--- config.mk ---
export PLATFORM = sky130hd
export DESIGN_NAME = alu_ex_stage
export DESIGN_NICKNAME = d
export VERILOG_FILES = /design/src/rtl/alu_pkg.sv /design/src/rtl/alu_32.sv /design/src/rtl/alu_ex_stage.sv
export SDC_FILE = /design/constraint.sdc
export NUM_CORES = 1
export LEC_CHECK = 0
export ABC_AREA = 1
export CAP_MARGIN = 20
export CORE_MARGIN = 8
export CORE_UTILIZATION = 53
export CTS_CLUSTER_SIZE = 40
export DETAILED_ROUTE_END_ITERATION = 8
export GPL_TIMING_DRIVEN = 0
export PLACE_DENSITY = 0.83
export SYNTH_ARGS = -nofsm -noshare
export SYNTH_HDL_FRONTEND = slang
export SYNTH_SLANG_ARGS = --single-unit
--- constraint.sdc ---
create_clock -name clk -period 2.41 [get_ports clk]
set_input_delay 0.482 -clock clk [delete_from_list [all_inputs] [get_ports clk]]
set_output_delay 0.482 -clock clk [all_outputs]
set_load 0.03 [all_outputs]
--- src/rtl/alu_pkg.sv ---
// Shared ALU definitions: alu_ctrl codes, ALUOp/funct encodings, op decode
// and the execute-stage output-buffer occupancy type.
package alu_pkg;

  localparam logic [3:0] CTRL_AND = 4'b0000;
  localparam logic [3:0] CTRL_OR  = 4'b0001;
  localparam logic [3:0] CTRL_ADD = 4'b0010;
  localparam logic [3:0] CTRL_SUB = 4'b0110;
  localparam logic [3:0] CTRL_SLT = 4'b0111;
  localparam logic [3:0] CTRL_NOR = 4'b1100;

  localparam logic [1:0] ALUOP_ADD   = 2'b00;
  localparam logic [1:0] ALUOP_SUB   = 2'b01;
  localparam logic [1:0] ALUOP_RTYPE = 2'b10;
  localparam logic [1:0] ALUOP_ILL   = 2'b11;

  localparam logic [5:0] FUNCT_ADD  = 6'b100000;
  localparam logic [5:0] FUNCT_ADDU = 6'b100001;
  localparam logic [5:0] FUNCT_SUB  = 6'b100010;
  localparam logic [5:0] FUNCT_SUBU = 6'b100011;
  localparam logic [5:0] FUNCT_AND  = 6'b100100;
  localparam logic [5:0] FUNCT_OR   = 6'b100101;
  localparam logic [5:0] FUNCT_NOR  = 6'b100111;
  localparam logic [5:0] FUNCT_SLT  = 6'b101010;

  typedef struct packed {
    logic [3:0] ctrl;
    logic       trap_cap;
    logic       illegal;
  } dec_t;

  typedef enum logic [1:0] {
    BUF_EMPTY = 2'd0,
    BUF_ONE   = 2'd1,
    BUF_FULL  = 2'd2
  } buf_state_t;

  function automatic dec_t alu_decode(input logic [1:0] op, input logic [5:0] fn);
    dec_t d;
    d.ctrl     = CTRL_ADD;
    d.trap_cap = 1'b0;
    d.illegal  = 1'b0;
    case (op)
      ALUOP_ADD: d.ctrl = CTRL_ADD;
      ALUOP_SUB: d.ctrl = CTRL_SUB;
      ALUOP_RTYPE: begin
        case (fn)
          FUNCT_ADD:  begin d.ctrl = CTRL_ADD; d.trap_cap = 1'b1; end
          FUNCT_ADDU: d.ctrl = CTRL_ADD;
          FUNCT_SUB:  begin d.ctrl = CTRL_SUB; d.trap_cap = 1'b1; end
          FUNCT_SUBU: d.ctrl = CTRL_SUB;
          FUNCT_AND:  d.ctrl = CTRL_AND;
          FUNCT_OR:   d.ctrl = CTRL_OR;
          FUNCT_NOR:  d.ctrl = CTRL_NOR;
          FUNCT_SLT:  d.ctrl = CTRL_SLT;
          default:    d.illegal = 1'b1;
        endcase
      end
      default: d.illegal = 1'b1;
    endcase
    return d;
  endfunction

endpackage

--- src/rtl/alu_32.sv ---
// 32-bit combinational ALU: and/or/add/sub/slt/nor with zero, signed
// overflow (add/sub only) and carry-out.
module alu_32
  import alu_pkg::*;
(
  input  logic [31:0] a,
  input  logic [31:0] b,
  input  logic [3:0]  alu_ctrl,
  output logic [31:0] res,
  output logic        zero,
  output logic        overflow,
  output logic        carry_out
);

  logic [32:0] sum;
  logic [32:0] diff;

  assign sum  = {1'b0, a} + {1'b0, b};
  assign diff = {1'b0, a} + {1'b0, ~b} + 33'd1;

  always_comb begin
    res       = '0;
    overflow  = 1'b0;
    carry_out = 1'b0;
    case (alu_ctrl)
      CTRL_AND: res = a & b;
      CTRL_OR:  res = a | b;
      CTRL_NOR: res = ~(a | b);
      CTRL_SLT: res = {31'd0, $signed(a) < $signed(b)};
      CTRL_ADD: begin
        res       = sum[31:0];
        carry_out = sum[32];
        overflow  = (a[31] == b[31]) && (sum[31] != a[31]);
      end
      CTRL_SUB: begin
        res       = diff[31:0];
        carry_out = diff[32];
        overflow  = (a[31] != b[31]) && (diff[31] != a[31]);
      end
      default: res = '0;
    endcase
  end

  assign zero = (res == 32'd0);

endmodule

--- src/rtl/alu_ex_stage.sv ---
// MIPS execute stage: decodes ALUOp/funct, drives alu_32 and queues results in a
// 2-entry in-order buffer. Define ALU_EX_STAGE_STATS_EN to add pop/trap counters.
module alu_ex_stage
  import alu_pkg::*;
#(
  parameter int DW = 32,
  parameter int RW = 5
) (
  input  logic          clk,
  input  logic          rst,
  input  logic          in_valid,
  output logic          in_ready,
  input  logic [1:0]    alu_op,
  input  logic [5:0]    funct,
  input  logic [DW-1:0] a,
  input  logic [DW-1:0] b,
  input  logic [RW-1:0] rd,
  input  logic          is_branch,
  output logic          out_valid,
  input  logic          out_ready,
  output logic [DW-1:0] out_res,
  output logic [RW-1:0] out_rd,
  output logic          out_wr_en,
  output logic          out_trap,
  output logic          out_illegal,
  output logic          out_br_taken,
  output buf_state_t    dbg_state
`ifdef ALU_EX_STAGE_STATS_EN
  ,
  output logic [31:0]   stat_ops,
  output logic [15:0]   stat_traps
`endif
);

  // Handshake: a transfer happens on a rising edge where valid && ready on that
  // side; producers hold payload while valid && !ready, consumers see a stable head.

  typedef struct packed {
    logic [DW-1:0] res;
    logic [RW-1:0] rd;
    logic          wr_en;
    logic          trap;
    logic          illegal;
    logic          br_taken;
  } entry_t;

  dec_t          dec;
  logic [DW-1:0] alu_res;
  logic          alu_zero;
  logic          alu_ovf;
  logic          carry_unused;
  entry_t        new_entry;
  entry_t        head_q;
  entry_t        tail_q;
  buf_state_t    state_q;
  buf_state_t    state_d;
  logic          in_ready_q;
  logic          push;
  logic          pop;

  assign dec = alu_decode(alu_op, funct);

  alu_32 u_alu (
    .a         (a),
    .b         (b),
    .alu_ctrl  (dec.ctrl),
    .res       (alu_res),
    .zero      (alu_zero),
    .overflow  (alu_ovf),
    .carry_out (carry_unused)
  );

  // Illegal ops report nothing but the illegal flag; a trap keeps the wrapped result.
  always_comb begin
    new_entry          = '0;
    new_entry.rd       = rd;
    if (dec.illegal) begin
      new_entry.illegal = 1'b1;
    end else begin
      new_entry.res      = alu_res;
      new_entry.trap     = dec.trap_cap && alu_ovf;
      new_entry.wr_en    = !is_branch && !(dec.trap_cap && alu_ovf);
      new_entry.br_taken = is_branch && alu_zero;
    end
  end

  assign out_valid = (state_q != BUF_EMPTY);
  assign in_ready  = in_ready_q;
  assign push      = in_valid && in_ready_q;
  assign pop       = out_valid && out_ready;
  assign dbg_state = state_q;

  always_comb begin
    state_d = state_q;
    case (state_q)
      BUF_EMPTY: if (push) state_d = BUF_ONE;
      BUF_ONE: begin
        if (push && !pop)      state_d = BUF_FULL;
        else if (pop && !push) state_d = BUF_EMPTY;
      end
      BUF_FULL: if (pop) state_d = BUF_ONE;
      default: state_d = BUF_EMPTY;
    endcase
  end

  always_ff @(posedge clk) begin
    if (rst) begin
      state_q    <= BUF_EMPTY;
      in_ready_q <= 1'b1;
      head_q     <= '0;
      tail_q     <= '0;
    end else begin
      state_q    <= state_d;
      in_ready_q <= (state_d != BUF_FULL);
      case (state_q)
        BUF_EMPTY: if (push) head_q <= new_entry;
        BUF_ONE: begin
          if (push && pop) head_q <= new_entry;
          else if (push)   tail_q <= new_entry;
        end
        BUF_FULL: if (pop) head_q <= tail_q;
        default: ;
      endcase
    end
  end

  assign out_res      = head_q.res;
  assign out_rd       = head_q.rd;
  assign out_wr_en    = head_q.wr_en;
  assign out_trap     = head_q.trap;
  assign out_illegal  = head_q.illegal;
  assign out_br_taken = head_q.br_taken;

`ifdef ALU_EX_STAGE_STATS_EN
  always_ff @(posedge clk) begin
    if (rst) begin
      stat_ops   <= '0;
      stat_traps <= '0;
    end else if (pop) begin
      stat_ops <= stat_ops + 32'd1;
      if (head_q.trap) stat_traps <= stat_traps + 16'd1;
    end
  end
`endif

endmodule

==> results.toml <==
[routing]
route.met2.wl_um = 25100
route.layer.met1.wl_um = 19200
vias_after_detailed_routing = 15400
drt_drc_violations_left = 0
detailedRoute.firstIterationViolations = 1727
drt_wl_total_um = 56200
ant_nets = 0
drt_first_pass_iters = 7
routed.top_layer = "met5"
wl_per_cell_um = 22.3
detailroute.wirelength.met3_um = 7110
drt-vias-per-instance = 6.10

[setup_path]
timing.setup.critical_path_class = "in2reg"
critical_path_peak_fanout = 10
crit_chain = "clkbuf_2 -> inv_1 -> nand2_2 -> nor2_2 -> nand3_2 -> nand2_1 -> nor2_1 -> nor2_4 -> nor2_4 -> buf_6 -> nand2_1 -> o211ai_1 -> nor2_1 -> nand2_1 -> nor2_2 -> nand2_2 -> nor2_2 -> nand2_2 -> nand2_1 -> nand2_1 -> a21oi_2"
worst_ep_arrival_time_ns = 3.12
crit_path_max_incr_delay_ns = 0.29
critical-path-top-delay-family = "simple AND/OR/NAND/NOR gates"
crit_required_ns = 2.69
cp-start-kind = "input port"
slowest_stage_cell_crit_path = "nor2_4"
worst_path_buf_inv = 3
worst_path_most_repeated_cell = "nand2_1"
critPathCaptureType = "flip-flop"
timing.reg2reg.setup_slack_ns = 0.31

[timing]
hold-worst-slack_ns = 0.464
final_max_slew_violation_count = 0
period_minus_slack_ns = 2.83
setup_tns_ns = -3.92
setup_ws_ns = -0.425
timing.final.hold_violations = 0
number_of_setup_violations_in_the_final_report = 37
fin_worst_skew_ns = 0.00472
timing.final.crit_share_pct = 118
grt_setup_unrepaired = "yes"
max_freq_ghz = 0.353
max_slew_margin_pct = 47.6
max_slew.worst_pin.slew_ns = 0.787

[power_and_ir_drop]
total_power_mw = 7.35
share_comb_of_total_power_pct = 61.1
p_leak_nw = 8.56
max-vdd-ir-drop_uv = 407
share_clk_of_total_power_pct = 18.2
internal_power_mw = 3.93
p_seq_share_pct = 20.8
sw_frac_of_total_pct = 46.5
power_density_nw_per_um2 = 418
p_switching_mw = 3.42

[yosys]
synth_top_area_cell = "nand2_1"
ffs_w_async_s_r_synth_pct = 0
synth_top_cells_by_area = "nand2_1 22%, dfxtp_1 16%, ha_1 13%"
synthDistinctLibCells = 43
synth-edff-count = 0
syn-mean-instance-area_um2 = 5.53
syn_area_um2 = 10700
post_synth_inst_count = 1938
synth.yosys.warnings = 0
synth.top_cell.area_share_pct = 21.9
synth_ff_type = "dfxtp_1"
postSynthRegisterBits = 85
ys_seq_area_share_pct = 15.9
syn-num-nets = 2133

[job]
drv_cap = 0

[min_path]
timing.hold.worst.class = "reg2reg"

[global_routing]
grt_start_max_net_pins = 17
gr-usage-all-layers_pct = 37.1
grt_antenna_before_repair = 1
number_of_global_route_vias_before_repair = 13700
globalRoute.totalOverflow = 0
grt_pass1_wl_um = 72000

[floorplanning]
die_w_um = 158
pin_count = 127
dieHeight_um = 158
rows = 52
floorplan.initialDensity_pct = 53.4
core_area_um2 = 20000
design.die.area_um2 = 25000

[finish]
n_fill_cell = 1101
multi_input_comb_area_um2 = 10600
final_layout_size_suffix_gt1_share_pct = 43.8
area.sequential_um2 = 1700
nets = 2442
fin_util_pct = 87.7
num_antenna_cells = 0
area_delta_synth_final_pct = 64.1

[clock_network]
cts_tree = "done"
cts-htree-levels = 3
clock_insertion_delay_worst_skew_ns = 0.35
cts_buffers = 9
cts_root_buf = "clkbuf_16"
tritoncts_num_sinks = 85
clk_transition_reported_paths_ns = 0.07
clockBufferDepth = 2

[placed_design]
hpwl_um = 34400
dp_slack_ns = -1.39
port_buffer_count = 125
routability_cong = 1.07

[run_status]
violations = "negative setup slack"
outcome = "finished with violations"
[flip-flops by register name, summed over array words and instances, names as in the netlist]
name          count
out_wr_en         1
out_br_taken      1
in_ready          1
out_rd            5
out_res          32
dbg_state         2
out_illegal       1
tail_q           41
out_trap          1
[kinds of logic (layout without fill, tap and decap cells)]
family / after synthesis / count (layout) / share of synthesized area, %
adder cells (fa/ha/maj): 113 / 113 / 13.3
buffers and inverters: 412 / 726 / 15.2
flip-flops: 85 / 85 / 15.9
AND/OR/NAND/NOR: 1028 / 1028 / 39.3
XOR/XNOR: 19 / 19 / 1.55
multiplexers: 2 / 2 / 0.187
AO/OA/AOI/OAI: 279 / 279 / 14.5
[power groups by stage]
stage / sequential (mW) / combinational, mW / clock (mW)
after floorplan: 1.65 / 1.53 / 0
after global routing: 1.53 / 4.66 / 1.39
after detailed placement: 1.55 / 2.52 / 0
after global placement: 1.55 / 2.49 / 0
after CTS: 1.52 / 3.45 / 1.32
final: 1.52 / 4.49 / 1.34
[path summary, 6_finish.rpt]
kind	end	start	depth (start not counted)
min	out_res[4]	out_res[4]	2
min reg2reg	out_res[4]	out_res[4]	2
max reg2reg	out_res[19]	dbg_state[1]	9
max	out_br_taken	funct[4]	21
[timing repair]
action / 4_1_cts / 5_1_grt
buffers inserted: 93 / 82
pin swaps: 164 / 241
cloned: 7 / 2
hold buffers: 0 / 0
gates resized for setup: 822 / 523
endpoints found under the setup margin: 70 / 58
[layer usage]
metal  GRT usage, %  up-vias
li1               -     6648
met4           21.6        2
met5              0        -
met2           61.2     1256
met1           44.1     7028
met3           7.43      455
[stage by stage]
stage / instances / cell area (µm²)
2_1_floorplan: 1938 / 10900
3_3_place_gp: 2333 / 12500
3_5_place_dp: 2333 / 12500
4_1_cts: 2448 / 15600
5_1_grt: 2522 / 17600
6_report: 2522 / 17600
[Yosys cell counts (all sizes together), types with 4 or more instances]
library cell / number
a211oi: 8
a21oi: 130
a31oi: 6
and2: 4
buf: 36
clkbuf: 29
dfxtp: 85
ha: 111
inv: 346
nand2: 633
nand3: 119
nand3b: 4
nand4: 18
nor2: 230
nor3: 15
o211ai: 34
o21ai: 87
o21bai: 8
xor2: 19
[layout make-up]
type | instances | share of cell area [%]
multi-input combinational | 1441 | 60.1
inverter | 347 | 8.08
clock inverter | 7 | 0.320
buffer | 58 | 2.85
sequential | 85 | 9.68
clock buffer | 9 | 1.28
timing repair buffer | 305 | 15.7
tap | 270 | 1.92
[layout by cell type, fill, tap and decap left out, types with 21 or more instances in the layout]
master and instances:
nor2_2 59, ha_4 34, nand2_1 397, o211ai_1 33, clkbuf_1 26, clkdlybuf4s50_1 53
inv_1 215, buf_6 57, nand3_2 40, nand2_2 161, nand3_4 25, clkbuf_2 21
inv_4 32, nor2_4 69, a21oi_1 90, buf_4 149, nand2_4 64, a21oi_2 30
o21ai_0 57, ha_1 76, nor2_1 102, inv_2 94, dfxtp_1 85, nand3_1 54
[worst reg2reg max path, cell delays in order, from the launching register on]
cell and delay (ns):
dfxtp_1 0.35, inv_1 0.14, nand2_1 0.09, nand2_1 0.08, nand3_2 0.22, inv_1 0.14
clkbuf_1 0.34, clkbuf_2 0.32, o211ai_1 0.18, a21oi_1 0.17
Power figures use the tool's default switching activity.
